$ cat src/rtl/multicycle_control_fsm.sv
// Multi-cycle RV32I sequencer: FETCH/DECODE/EXEC/MEM/WB with req/ready memory handshakes.
// Optional memory-wait watchdog is built when CTRL_MEM_TIMEOUT_EN is defined.
module multicycle_control_fsm #(
  parameter int TIMEOUT_CYCLES = 255
) (
  input  logic       clk,
  input  logic       rst,
  input  logic [6:0] opcode,
  input  logic       br_taken,
  input  logic       imem_ready,
  input  logic       dmem_ready,
  output logic       imem_req,
  output logic       dmem_req,
  output logic       dmem_we,
  output logic       ir_we,
  output logic       pc_we,
  output logic [1:0] pc_sel,
  output logic       rf_we,
  output logic [1:0] wb_sel,
  output logic       alu_src,
  output logic [1:0] alu_op,
  output logic       illegal,
  output logic       mem_timeout,
  output logic [2:0] state
);

  typedef enum logic [2:0] {
    S_RST = 3'd0, S_FETCH = 3'd1, S_DECODE = 3'd2, S_EXEC = 3'd3,
    S_MEM = 3'd4, S_WB = 3'd5, S_HALT = 3'd7
  } state_t;

  typedef enum logic [3:0] {
    C_R, C_IALU, C_LOAD, C_STORE, C_BRANCH, C_LUI, C_AUIPC, C_JAL, C_JALR, C_BAD
  } cls_t;

  if (TIMEOUT_CYCLES < 1 || TIMEOUT_CYCLES > 65535) begin : g_bad_timeout
    $error("TIMEOUT_CYCLES must be within 1..65535");
  end

  state_t state_q, state_d;
  cls_t   cls_q, cls_dec;
  logic   illegal_q, illegal_set;
  logic   timeout_hit;

  always_comb begin
    case (opcode)
      7'b0110011: cls_dec = C_R;
      7'b0010011: cls_dec = C_IALU;
      7'b0000011: cls_dec = C_LOAD;
      7'b0100011: cls_dec = C_STORE;
      7'b1100011: cls_dec = C_BRANCH;
      7'b0110111: cls_dec = C_LUI;
      7'b0010111: cls_dec = C_AUIPC;
      7'b1101111: cls_dec = C_JAL;
      7'b1100111: cls_dec = C_JALR;
      default:    cls_dec = C_BAD;
    endcase
  end

  always_comb begin
    state_d     = state_q;
    illegal_set = 1'b0;
    imem_req    = 1'b0;
    dmem_req    = 1'b0;
    dmem_we     = 1'b0;
    ir_we       = 1'b0;
    pc_we       = 1'b0;
    pc_sel      = 2'b00;
    rf_we       = 1'b0;
    wb_sel      = 2'b00;
    alu_src     = 1'b0;
    alu_op      = 2'b00;

    // MEM keeps the EXEC operand select so the address stays stable
    if (state_q == S_EXEC || state_q == S_MEM) begin
      case (cls_q)
        C_R:      begin alu_src = 1'b0; alu_op = 2'b10; end
        C_IALU:   begin alu_src = 1'b1; alu_op = 2'b11; end
        C_BRANCH: begin alu_src = 1'b0; alu_op = 2'b01; end
        default:  begin alu_src = 1'b1; alu_op = 2'b00; end
      endcase
    end

    case (state_q)
      S_RST: state_d = S_FETCH;
      S_FETCH: begin
        imem_req = 1'b1;
        if (imem_ready) begin
          ir_we   = 1'b1;
          state_d = S_DECODE;
        end else if (timeout_hit) begin
          state_d = S_HALT;
        end
      end
      S_DECODE: begin
        if (cls_dec == C_BAD) begin
          state_d     = S_HALT;
          illegal_set = 1'b1;
        end else begin
          state_d = S_EXEC;
        end
      end
      S_EXEC: begin
        case (cls_q)
          C_LOAD, C_STORE: state_d = S_MEM;
          C_BRANCH: begin
            pc_we   = 1'b1;
            pc_sel  = br_taken ? 2'b01 : 2'b00;
            state_d = S_FETCH;
          end
          default: state_d = S_WB;
        endcase
      end
      S_MEM: begin
        dmem_req = 1'b1;
        dmem_we  = (cls_q == C_STORE);
        if (dmem_ready) begin
          if (cls_q == C_STORE) begin
            pc_we   = 1'b1;
            state_d = S_FETCH;
          end else begin
            state_d = S_WB;
          end
        end else if (timeout_hit) begin
          state_d = S_HALT;
        end
      end
      S_WB: begin
        rf_we   = 1'b1;
        pc_we   = 1'b1;
        state_d = S_FETCH;
        case (cls_q)
          C_LOAD:        wb_sel = 2'b01;
          C_JAL, C_JALR: wb_sel = 2'b10;
          C_LUI:         wb_sel = 2'b11;
          default:       wb_sel = 2'b00;
        endcase
        case (cls_q)
          C_JAL:   pc_sel = 2'b01;
          C_JALR:  pc_sel = 2'b10;
          default: pc_sel = 2'b00;
        endcase
      end
      S_HALT:  state_d = S_HALT;
      default: state_d = S_RST;
    endcase
  end

  always_ff @(posedge clk) begin
    if (rst) begin
      state_q   <= S_RST;
      cls_q     <= C_R;
      illegal_q <= 1'b0;
    end else begin
      state_q <= state_d;
      if (state_q == S_DECODE) cls_q <= cls_dec;
      if (illegal_set) illegal_q <= 1'b1;
    end
  end

`ifdef CTRL_MEM_TIMEOUT_EN
  logic [15:0] wait_cnt;
  logic        waiting;
  logic        timeout_q;

  assign waiting = (state_q == S_FETCH && !imem_ready) ||
                   (state_q == S_MEM && !dmem_ready);
  // this wait cycle is the one that brings the count up to the limit
  assign timeout_hit = waiting && (wait_cnt == 16'(TIMEOUT_CYCLES - 1));

  always_ff @(posedge clk) begin
    if (rst) begin
      wait_cnt  <= 16'd0;
      timeout_q <= 1'b0;
    end else begin
      if (state_d != state_q) wait_cnt <= 16'd0;
      else if (waiting)       wait_cnt <= wait_cnt + 16'd1;
      if (timeout_hit) timeout_q <= 1'b1;
    end
  end

  assign mem_timeout = timeout_q;
`else
  assign timeout_hit = 1'b0;
  assign mem_timeout = 1'b0;
`endif

  assign illegal = illegal_q;
  assign state   = state_q;

endmodule

$ cat config.mk
export PLATFORM = sky130hd
export DESIGN_NAME = multicycle_control_fsm
export DESIGN_NICKNAME = d
export VERILOG_FILES = /design/src/rtl/multicycle_control_fsm.sv
export SDC_FILE = /design/constraint.sdc
export NUM_CORES = 1
export LEC_CHECK = 0
export BUFFER_PORTS_ARGS = -buffer_cell sky130_fd_sc_hd__buf_2
export CORE_AREA = 2 2 43 45
export CTS_CLUSTER_DIAMETER = 120
export DETAILED_ROUTE_END_ITERATION = 10
export DIE_AREA = 0 0 45 47
export GPL_TIMING_DRIVEN = 0
export PLACE_DENSITY = 0.85
export SLEW_MARGIN = 20
export SYNTH_ARGS = -nofsm -noshare
export SYNTH_HDL_FRONTEND = slang
export SYNTH_SLANG_ARGS = --single-unit
$ cat constraint.sdc
create_clock -name clk -period 1.8 [get_ports clk]
set_input_delay 0.18 -clock clk [delete_from_list [all_inputs] [get_ports clk]]
set_output_delay 0.18 -clock clk [all_outputs]
set_load 0.01 [all_outputs]
==> Word level (Yosys, flattened, before mapping) <==
Index checks and enable logic that the tools add are counted.
{ "word_totals": {"register_bits": 8, "inputBits": 12, "wordCells": 65} }
{ "classes": {"n_eq_ne": 25, "mux": 29, "reduce_logical": 8} }
{ "op_table": {"columns": ["cell", "count"], "rows": [
  ["4-bit one-hot mux with 9 select lines", 1],
  ["7-bit by 6-bit equality test with 1-bit output (second input constant)", 3],
  ["7-bit equality test (second input constant)", 3],
  ["3-bit one-hot mux with 6 select lines", 1],
  ["1-bit two-way mux", 15],
  ["7-bit by 5-bit equality test with 1-bit output (second input constant)", 2],
  ["4-bit by 3-bit equality test with 1-bit output (second input constant)", 3],
  ["3-bit two-way mux", 4],
  ["2-bit one-hot mux with 3 select lines", 2],
  ["3-bit equality test (second input constant)", 3],
  ["4-bit by 2-bit equality test with 1-bit output (second input constant)", 2],
  ["4-bit equality test (second input constant)", 2],
  ["2-bit one-hot mux with 2 select lines", 2],
  ["2-bit OR reduction", 4],
  ["7-bit by 2-bit equality test with 1-bit output (second input constant)", 1],
  ["3-bit by 2-bit equality test with 1-bit output (second input constant)", 2],
  ["3-bit one-hot mux with 2 select lines", 1],
  ["4-bit by 1-bit equality test with 1-bit output (second input constant)", 1],
  ["4-bit zero test", 1],
  ["2-bit two-way mux", 2],
  ["2-bit inequality test (second input constant)", 2],
  ["3-bit by 1-bit equality test with 1-bit output (second input constant)", 1],
  ["3-bit zero test", 1],
  ["1-bit one-hot mux with 3 select lines", 1],
  ["other kinds (2)", 2]
]} }

==> Longest topological paths before layout <==
{ "depth": {"ltp_word": 5, "ltp_mapped": 5, "mapped_depth_nobuf": 4} }

==> Least setup slack after synthesis <==
OpenSTA, ideal clock, no wires.
{ "synth_timing": {"path_type": "register -> output", "start": "register state_q[0] (netlist: state[0])", "end": "output alu_op[0]", "t_arrival_ns": 1.328, "stages_incl_launch_ff": 6, "setup_slack_ns": 0.292, "path_cell_list": "dfxtp_1 buf_6 nor3b_4 a21oi_1 or3_1 nor2_1"} }
{ "synth_between": {"elab_chain_cells": 3, "word_cells_on_any_way": 4, "cone_classes": "eq/ne (2); mux (1); reduce/logical (1)"} }
{ "synth_rtl": {"columns": ["item", "line_no", "source"], "rows": [
  ["start, declared", "40", "state_t state_q, state_d;"],
  ["start signal, assigned", "155", "state_q <= state_d;"],
  ["3-bit by 2-bit equality test with 1-bit output / 3-bit equality test (equally long branches)", "75", "if (state_q == S_EXEC || state_q == S_MEM) begin"],
  ["1-bit logical OR *", "75", null],
  ["2-bit two-way mux *", "75", null],
  ["end, declared", "21", "output logic [1:0] alu_op,"]
]} }
Every way passes the cells marked *; elsewhere a longest branch is shown, timed or not.

==> Worst setup path in the final report <==
Same ends and word-level chain as after synthesis.

==> metrics list <==
- Result of the run: completed
- F_max: around 0.58 GHz
- Max-slew violations: 0
- In this run the static leakage power is 0.430 nW.
- Worst Path Arrival: 1.54 ns
- Across every metal layer, demand over resource in global routing totals 0.173.
* Final hold violation count: 0
- In this run, post-CTS hold repair placed 0 buffers.
* Initial Utilization: 0.450
- The first routing iteration left 20 violations.
- The worst pin sits at a relative slew slack of 0.609.
- Setup violations, final: 0
- Post-synth top area cell: sky130_fd_sc_hd__dfxtp_1
- Total of warnings raised by yosys: 0
- By area the synthesized netlist is led by sky130_fd_sc_hd__dfxtp_1 22%, sky130_fd_sc_hd__nor2_1 6.6%, sky130_fd_sc_hd__a21oi_1 5.4%.
* Number of iterations in the first detailed-routing pass: 4
- Max_cap viols: 0
* # diodes: 0
- Startpoint of the most critical register-to-register path: state[2]
- The worst-case IR drop observed on VDD is roughly 0.44 mV.
* Final Cycle Share: 0.958
- The initialized floorplan defines 15 standard-cell rows.
- Max FO, Critical Path: 9
* Startpoint of the worst setup timing path: state[0]
- Area overhead of the layout relative to synthesis: 28.3%
- Along the worst hold path, the cell count comes to 3.
- After routing the design area is around 950 sq um.
- STA puts the critical path data required time at around 1.6 ns.
* Total vias in the final route: 839
- Dividing the detail-routed via count by the number of cells gives between 5 and 6.
- For this run, asynchronously set or reset flops after synthesis account for 0.
- TritonCTS built the clock tree.
- Largest net degree at the start of global routing: 11
- Synth top area share: 0.215
- Critical path launch point type: flip-flop
- Number of CTS-inserted buffers: 3
- After synthesis the netlist holds a flip-flop and latch count of 8.
- Cell count after synthesis: 101
- Final HPWL from detailed placement: approximately 1.4 mm
* Commonest non-fill, non-tap cell in the layout: sky130_fd_sc_hd__buf_2
* Post-synth EDFFs: 0
- Die ar.: around 2100 sq um
- DRT Wirelength: between 1.5 and 2 mm
* Height of the chip: ~47 um
* GRT Residual Overflow: 0
* Clk sinks: 8
- Clock latency of the later-clocked register in the worst-skew pair: around 0.26 ns
- In this run the power density over the cells is approximately 500 nW/um^2.
- After clock tree synthesis, the clock-pin slew on the worst setup and hold paths is roughly 0.060 ns.
- In this run the clock root is driven by a sky130_fd_sc_hd__clkbuf_4.
- In the final layout, the share of cells above drive strength 1 is 0.366.
- The number of global-route vias before repair is between 600 and 700.
- Transition time at the pin with the least slew margin: ~0.58 ns
- Kind of critical path: reg -> out
* Hold path startpoint: rst
- Averaged over all synthesized cells, the footprint is roughly 7.4 sq um.
* Number of H-tree levels: 1
- Logic depth of the worst register-to-register path: 5
- Fin crit period: approximately 1.7 ns
- For this run, design rule violations remaining after detail routing come to 0.
- Leading register cell type out of synthesis: sky130_fd_sc_hd__dfxtp_1
* Port-buffer cells: 28
- Net count after synthesis: about 110
- Count of nets left with antenna violations after detail routing: 0
* Global-route wire length before repair: around 2.7 mm
* Total standard cell area after synthesis: between 700 and 800 sq um
- In this run the deepest clock path goes through 2 buffers.
* Final routed wire length divided by cell count: 12.2 um
* Clock skew after layout: between 0.01 and 0.015 ns
- In this run the horizontal extent of the chip is between 40 and 50 um.
- In the layout the commonest cells are 29 x sky130_fd_sc_hd__buf_2, 13 x sky130_fd_sc_hd__nor2_1, 8 x sky130_fd_sc_hd__a21oi_1, 7 x sky130_fd_sc_hd__dfxtp_1.
- Hold/Removal Path Class: in -> reg
- Core Footprint: between 1500 and 2000 sq um
- Antenna violations before repair: 0
- After detailed placement, the total cell area comes to about 900 sq um.
- Cell variety after synth: 43
* Total power: between 0.0004 and 0.0005 W
- At the end of routability-driven placement, the weighted congestion stood at about 0.84.
* Sequential fraction of the synthesis area: 0.215
- Top-level I/O count: 30
- Placed insts: 146
- The finished layout holds about 150 standard cells, fillers aside.
- At the end of the flow, the number of nets in the layout was about 150.
- STA classifies the critical path endpoint as an output port.
## Yosys cell counts (2+ instances only)
| library cell | number |
|---|---|
| sky130_fd_sc_hd__inv_1 | 5 |
| sky130_fd_sc_hd__nand3_1 | 2 |
| sky130_fd_sc_hd__nor2_1 | 13 |
| sky130_fd_sc_hd__nand2b_1 | 3 |
| sky130_fd_sc_hd__clkbuf_1 | 2 |
| sky130_fd_sc_hd__nor2b_1 | 5 |
| sky130_fd_sc_hd__buf_4 | 2 |
| sky130_fd_sc_hd__nand2_1 | 5 |
| sky130_fd_sc_hd__nand4_1 | 2 |
| sky130_fd_sc_hd__o21bai_1 | 2 |
| sky130_fd_sc_hd__a21oi_1 | 8 |
| sky130_fd_sc_hd__o21ai_0 | 4 |
| sky130_fd_sc_hd__nand3b_1 | 2 |
| sky130_fd_sc_hd__nor3_1 | 4 |
| sky130_fd_sc_hd__a31oi_1 | 2 |
| sky130_fd_sc_hd__and2_1 | 3 |
| sky130_fd_sc_hd__nor3b_4 | 2 |
| sky130_fd_sc_hd__o31ai_1 | 2 |
| sky130_fd_sc_hd__buf_2 | 2 |
| sky130_fd_sc_hd__dfxtp_1 | 8 |
## sequential cells by signal (all words and copies together) (netlist names)
register,cells
illegal,1
state,3
cls_q,4
## repair_timing
| action | in CTS | in global routing |
|---|---|---|
| setup endpoints to repair | 0 | 6 |
| buffers inserted | 0 | 2 |
| gates resized for setup | 0 | 4 |
## worst paths after layout
kind                                   to  slack, ns
worst min-delay path             cls_q[1]       0.22
worst min register to register    illegal       0.45
worst max register to register   cls_q[3]       0.35
worst max-delay path            alu_op[0]       0.08
## power breakdown
part	leakage [nW]	switching (W)	total, W	internal (W)
sequential	0.0656	0.00000870	0.000196	0.000187
clock	0.0138	0.0000610	0.000137	0.0000763
combinational	0.351	0.0000862	0.000155	0.0000688
## metrics by stage
stage	util	worst slack, ns	hold WS [ns]	setup TNS (ns)
global route	0.577	-0.0190	0.225	-0.0300
global placement	0.548	0.326	0.436	0
floorplan	-	0.292	0.348	0
CTS	0.561	0.0288	0.216	0
detailed placement	0.548	0.294	0.439	0
finish	0.577	0.0757	0.219	0
## layer usage
layer,vias to the layer above,share of wire,GRT usage
met3,4,0.052,0.0385
met5,-,0,0
li1,428,-,-
met2,23,0.49,0.289
met4,0,0.020,0.0706
met1,384,0.43,0.218
## critical path, cell delays in order (launching register included)
cell and delay, ns:
sky130_fd_sc_hd__dfxtp_1 0.33, sky130_fd_sc_hd__buf_6 0.15, sky130_fd_sc_hd__nor2b_1 0.15, sky130_fd_sc_hd__a21oi_1 0.10
sky130_fd_sc_hd__or3_1 0.33, sky130_fd_sc_hd__nor2_1 0.10, sky130_fd_sc_hd__buf_2 0.13
## cell families (layout without fill, tap and decap cells)
group	after synthesis	in the layout	share of synthesized area
buffers and inverters	12	45	0.0842
multiplexers	1	1	0.0135
AND/OR/NAND/NOR	49	49	0.407
AO/OA/AOI/OAI	28	28	0.251
flip-flops	8	8	0.215
other	1	1	0.00505
XOR/XNOR	2	2	0.0236
## cell type report
type / instances / area, sq um
fillers: 147 / 698
well taps: 17 / 21.3
multi-input cells: 81 / 528
flip-flops and latches: 8 / 161
repair buffers: 30 / 155
clock buffers: 3 / 22.5
plain buffers: 7 / 46.3
inverters: 5 / 18.8
(Power assumes the default switching activity.)
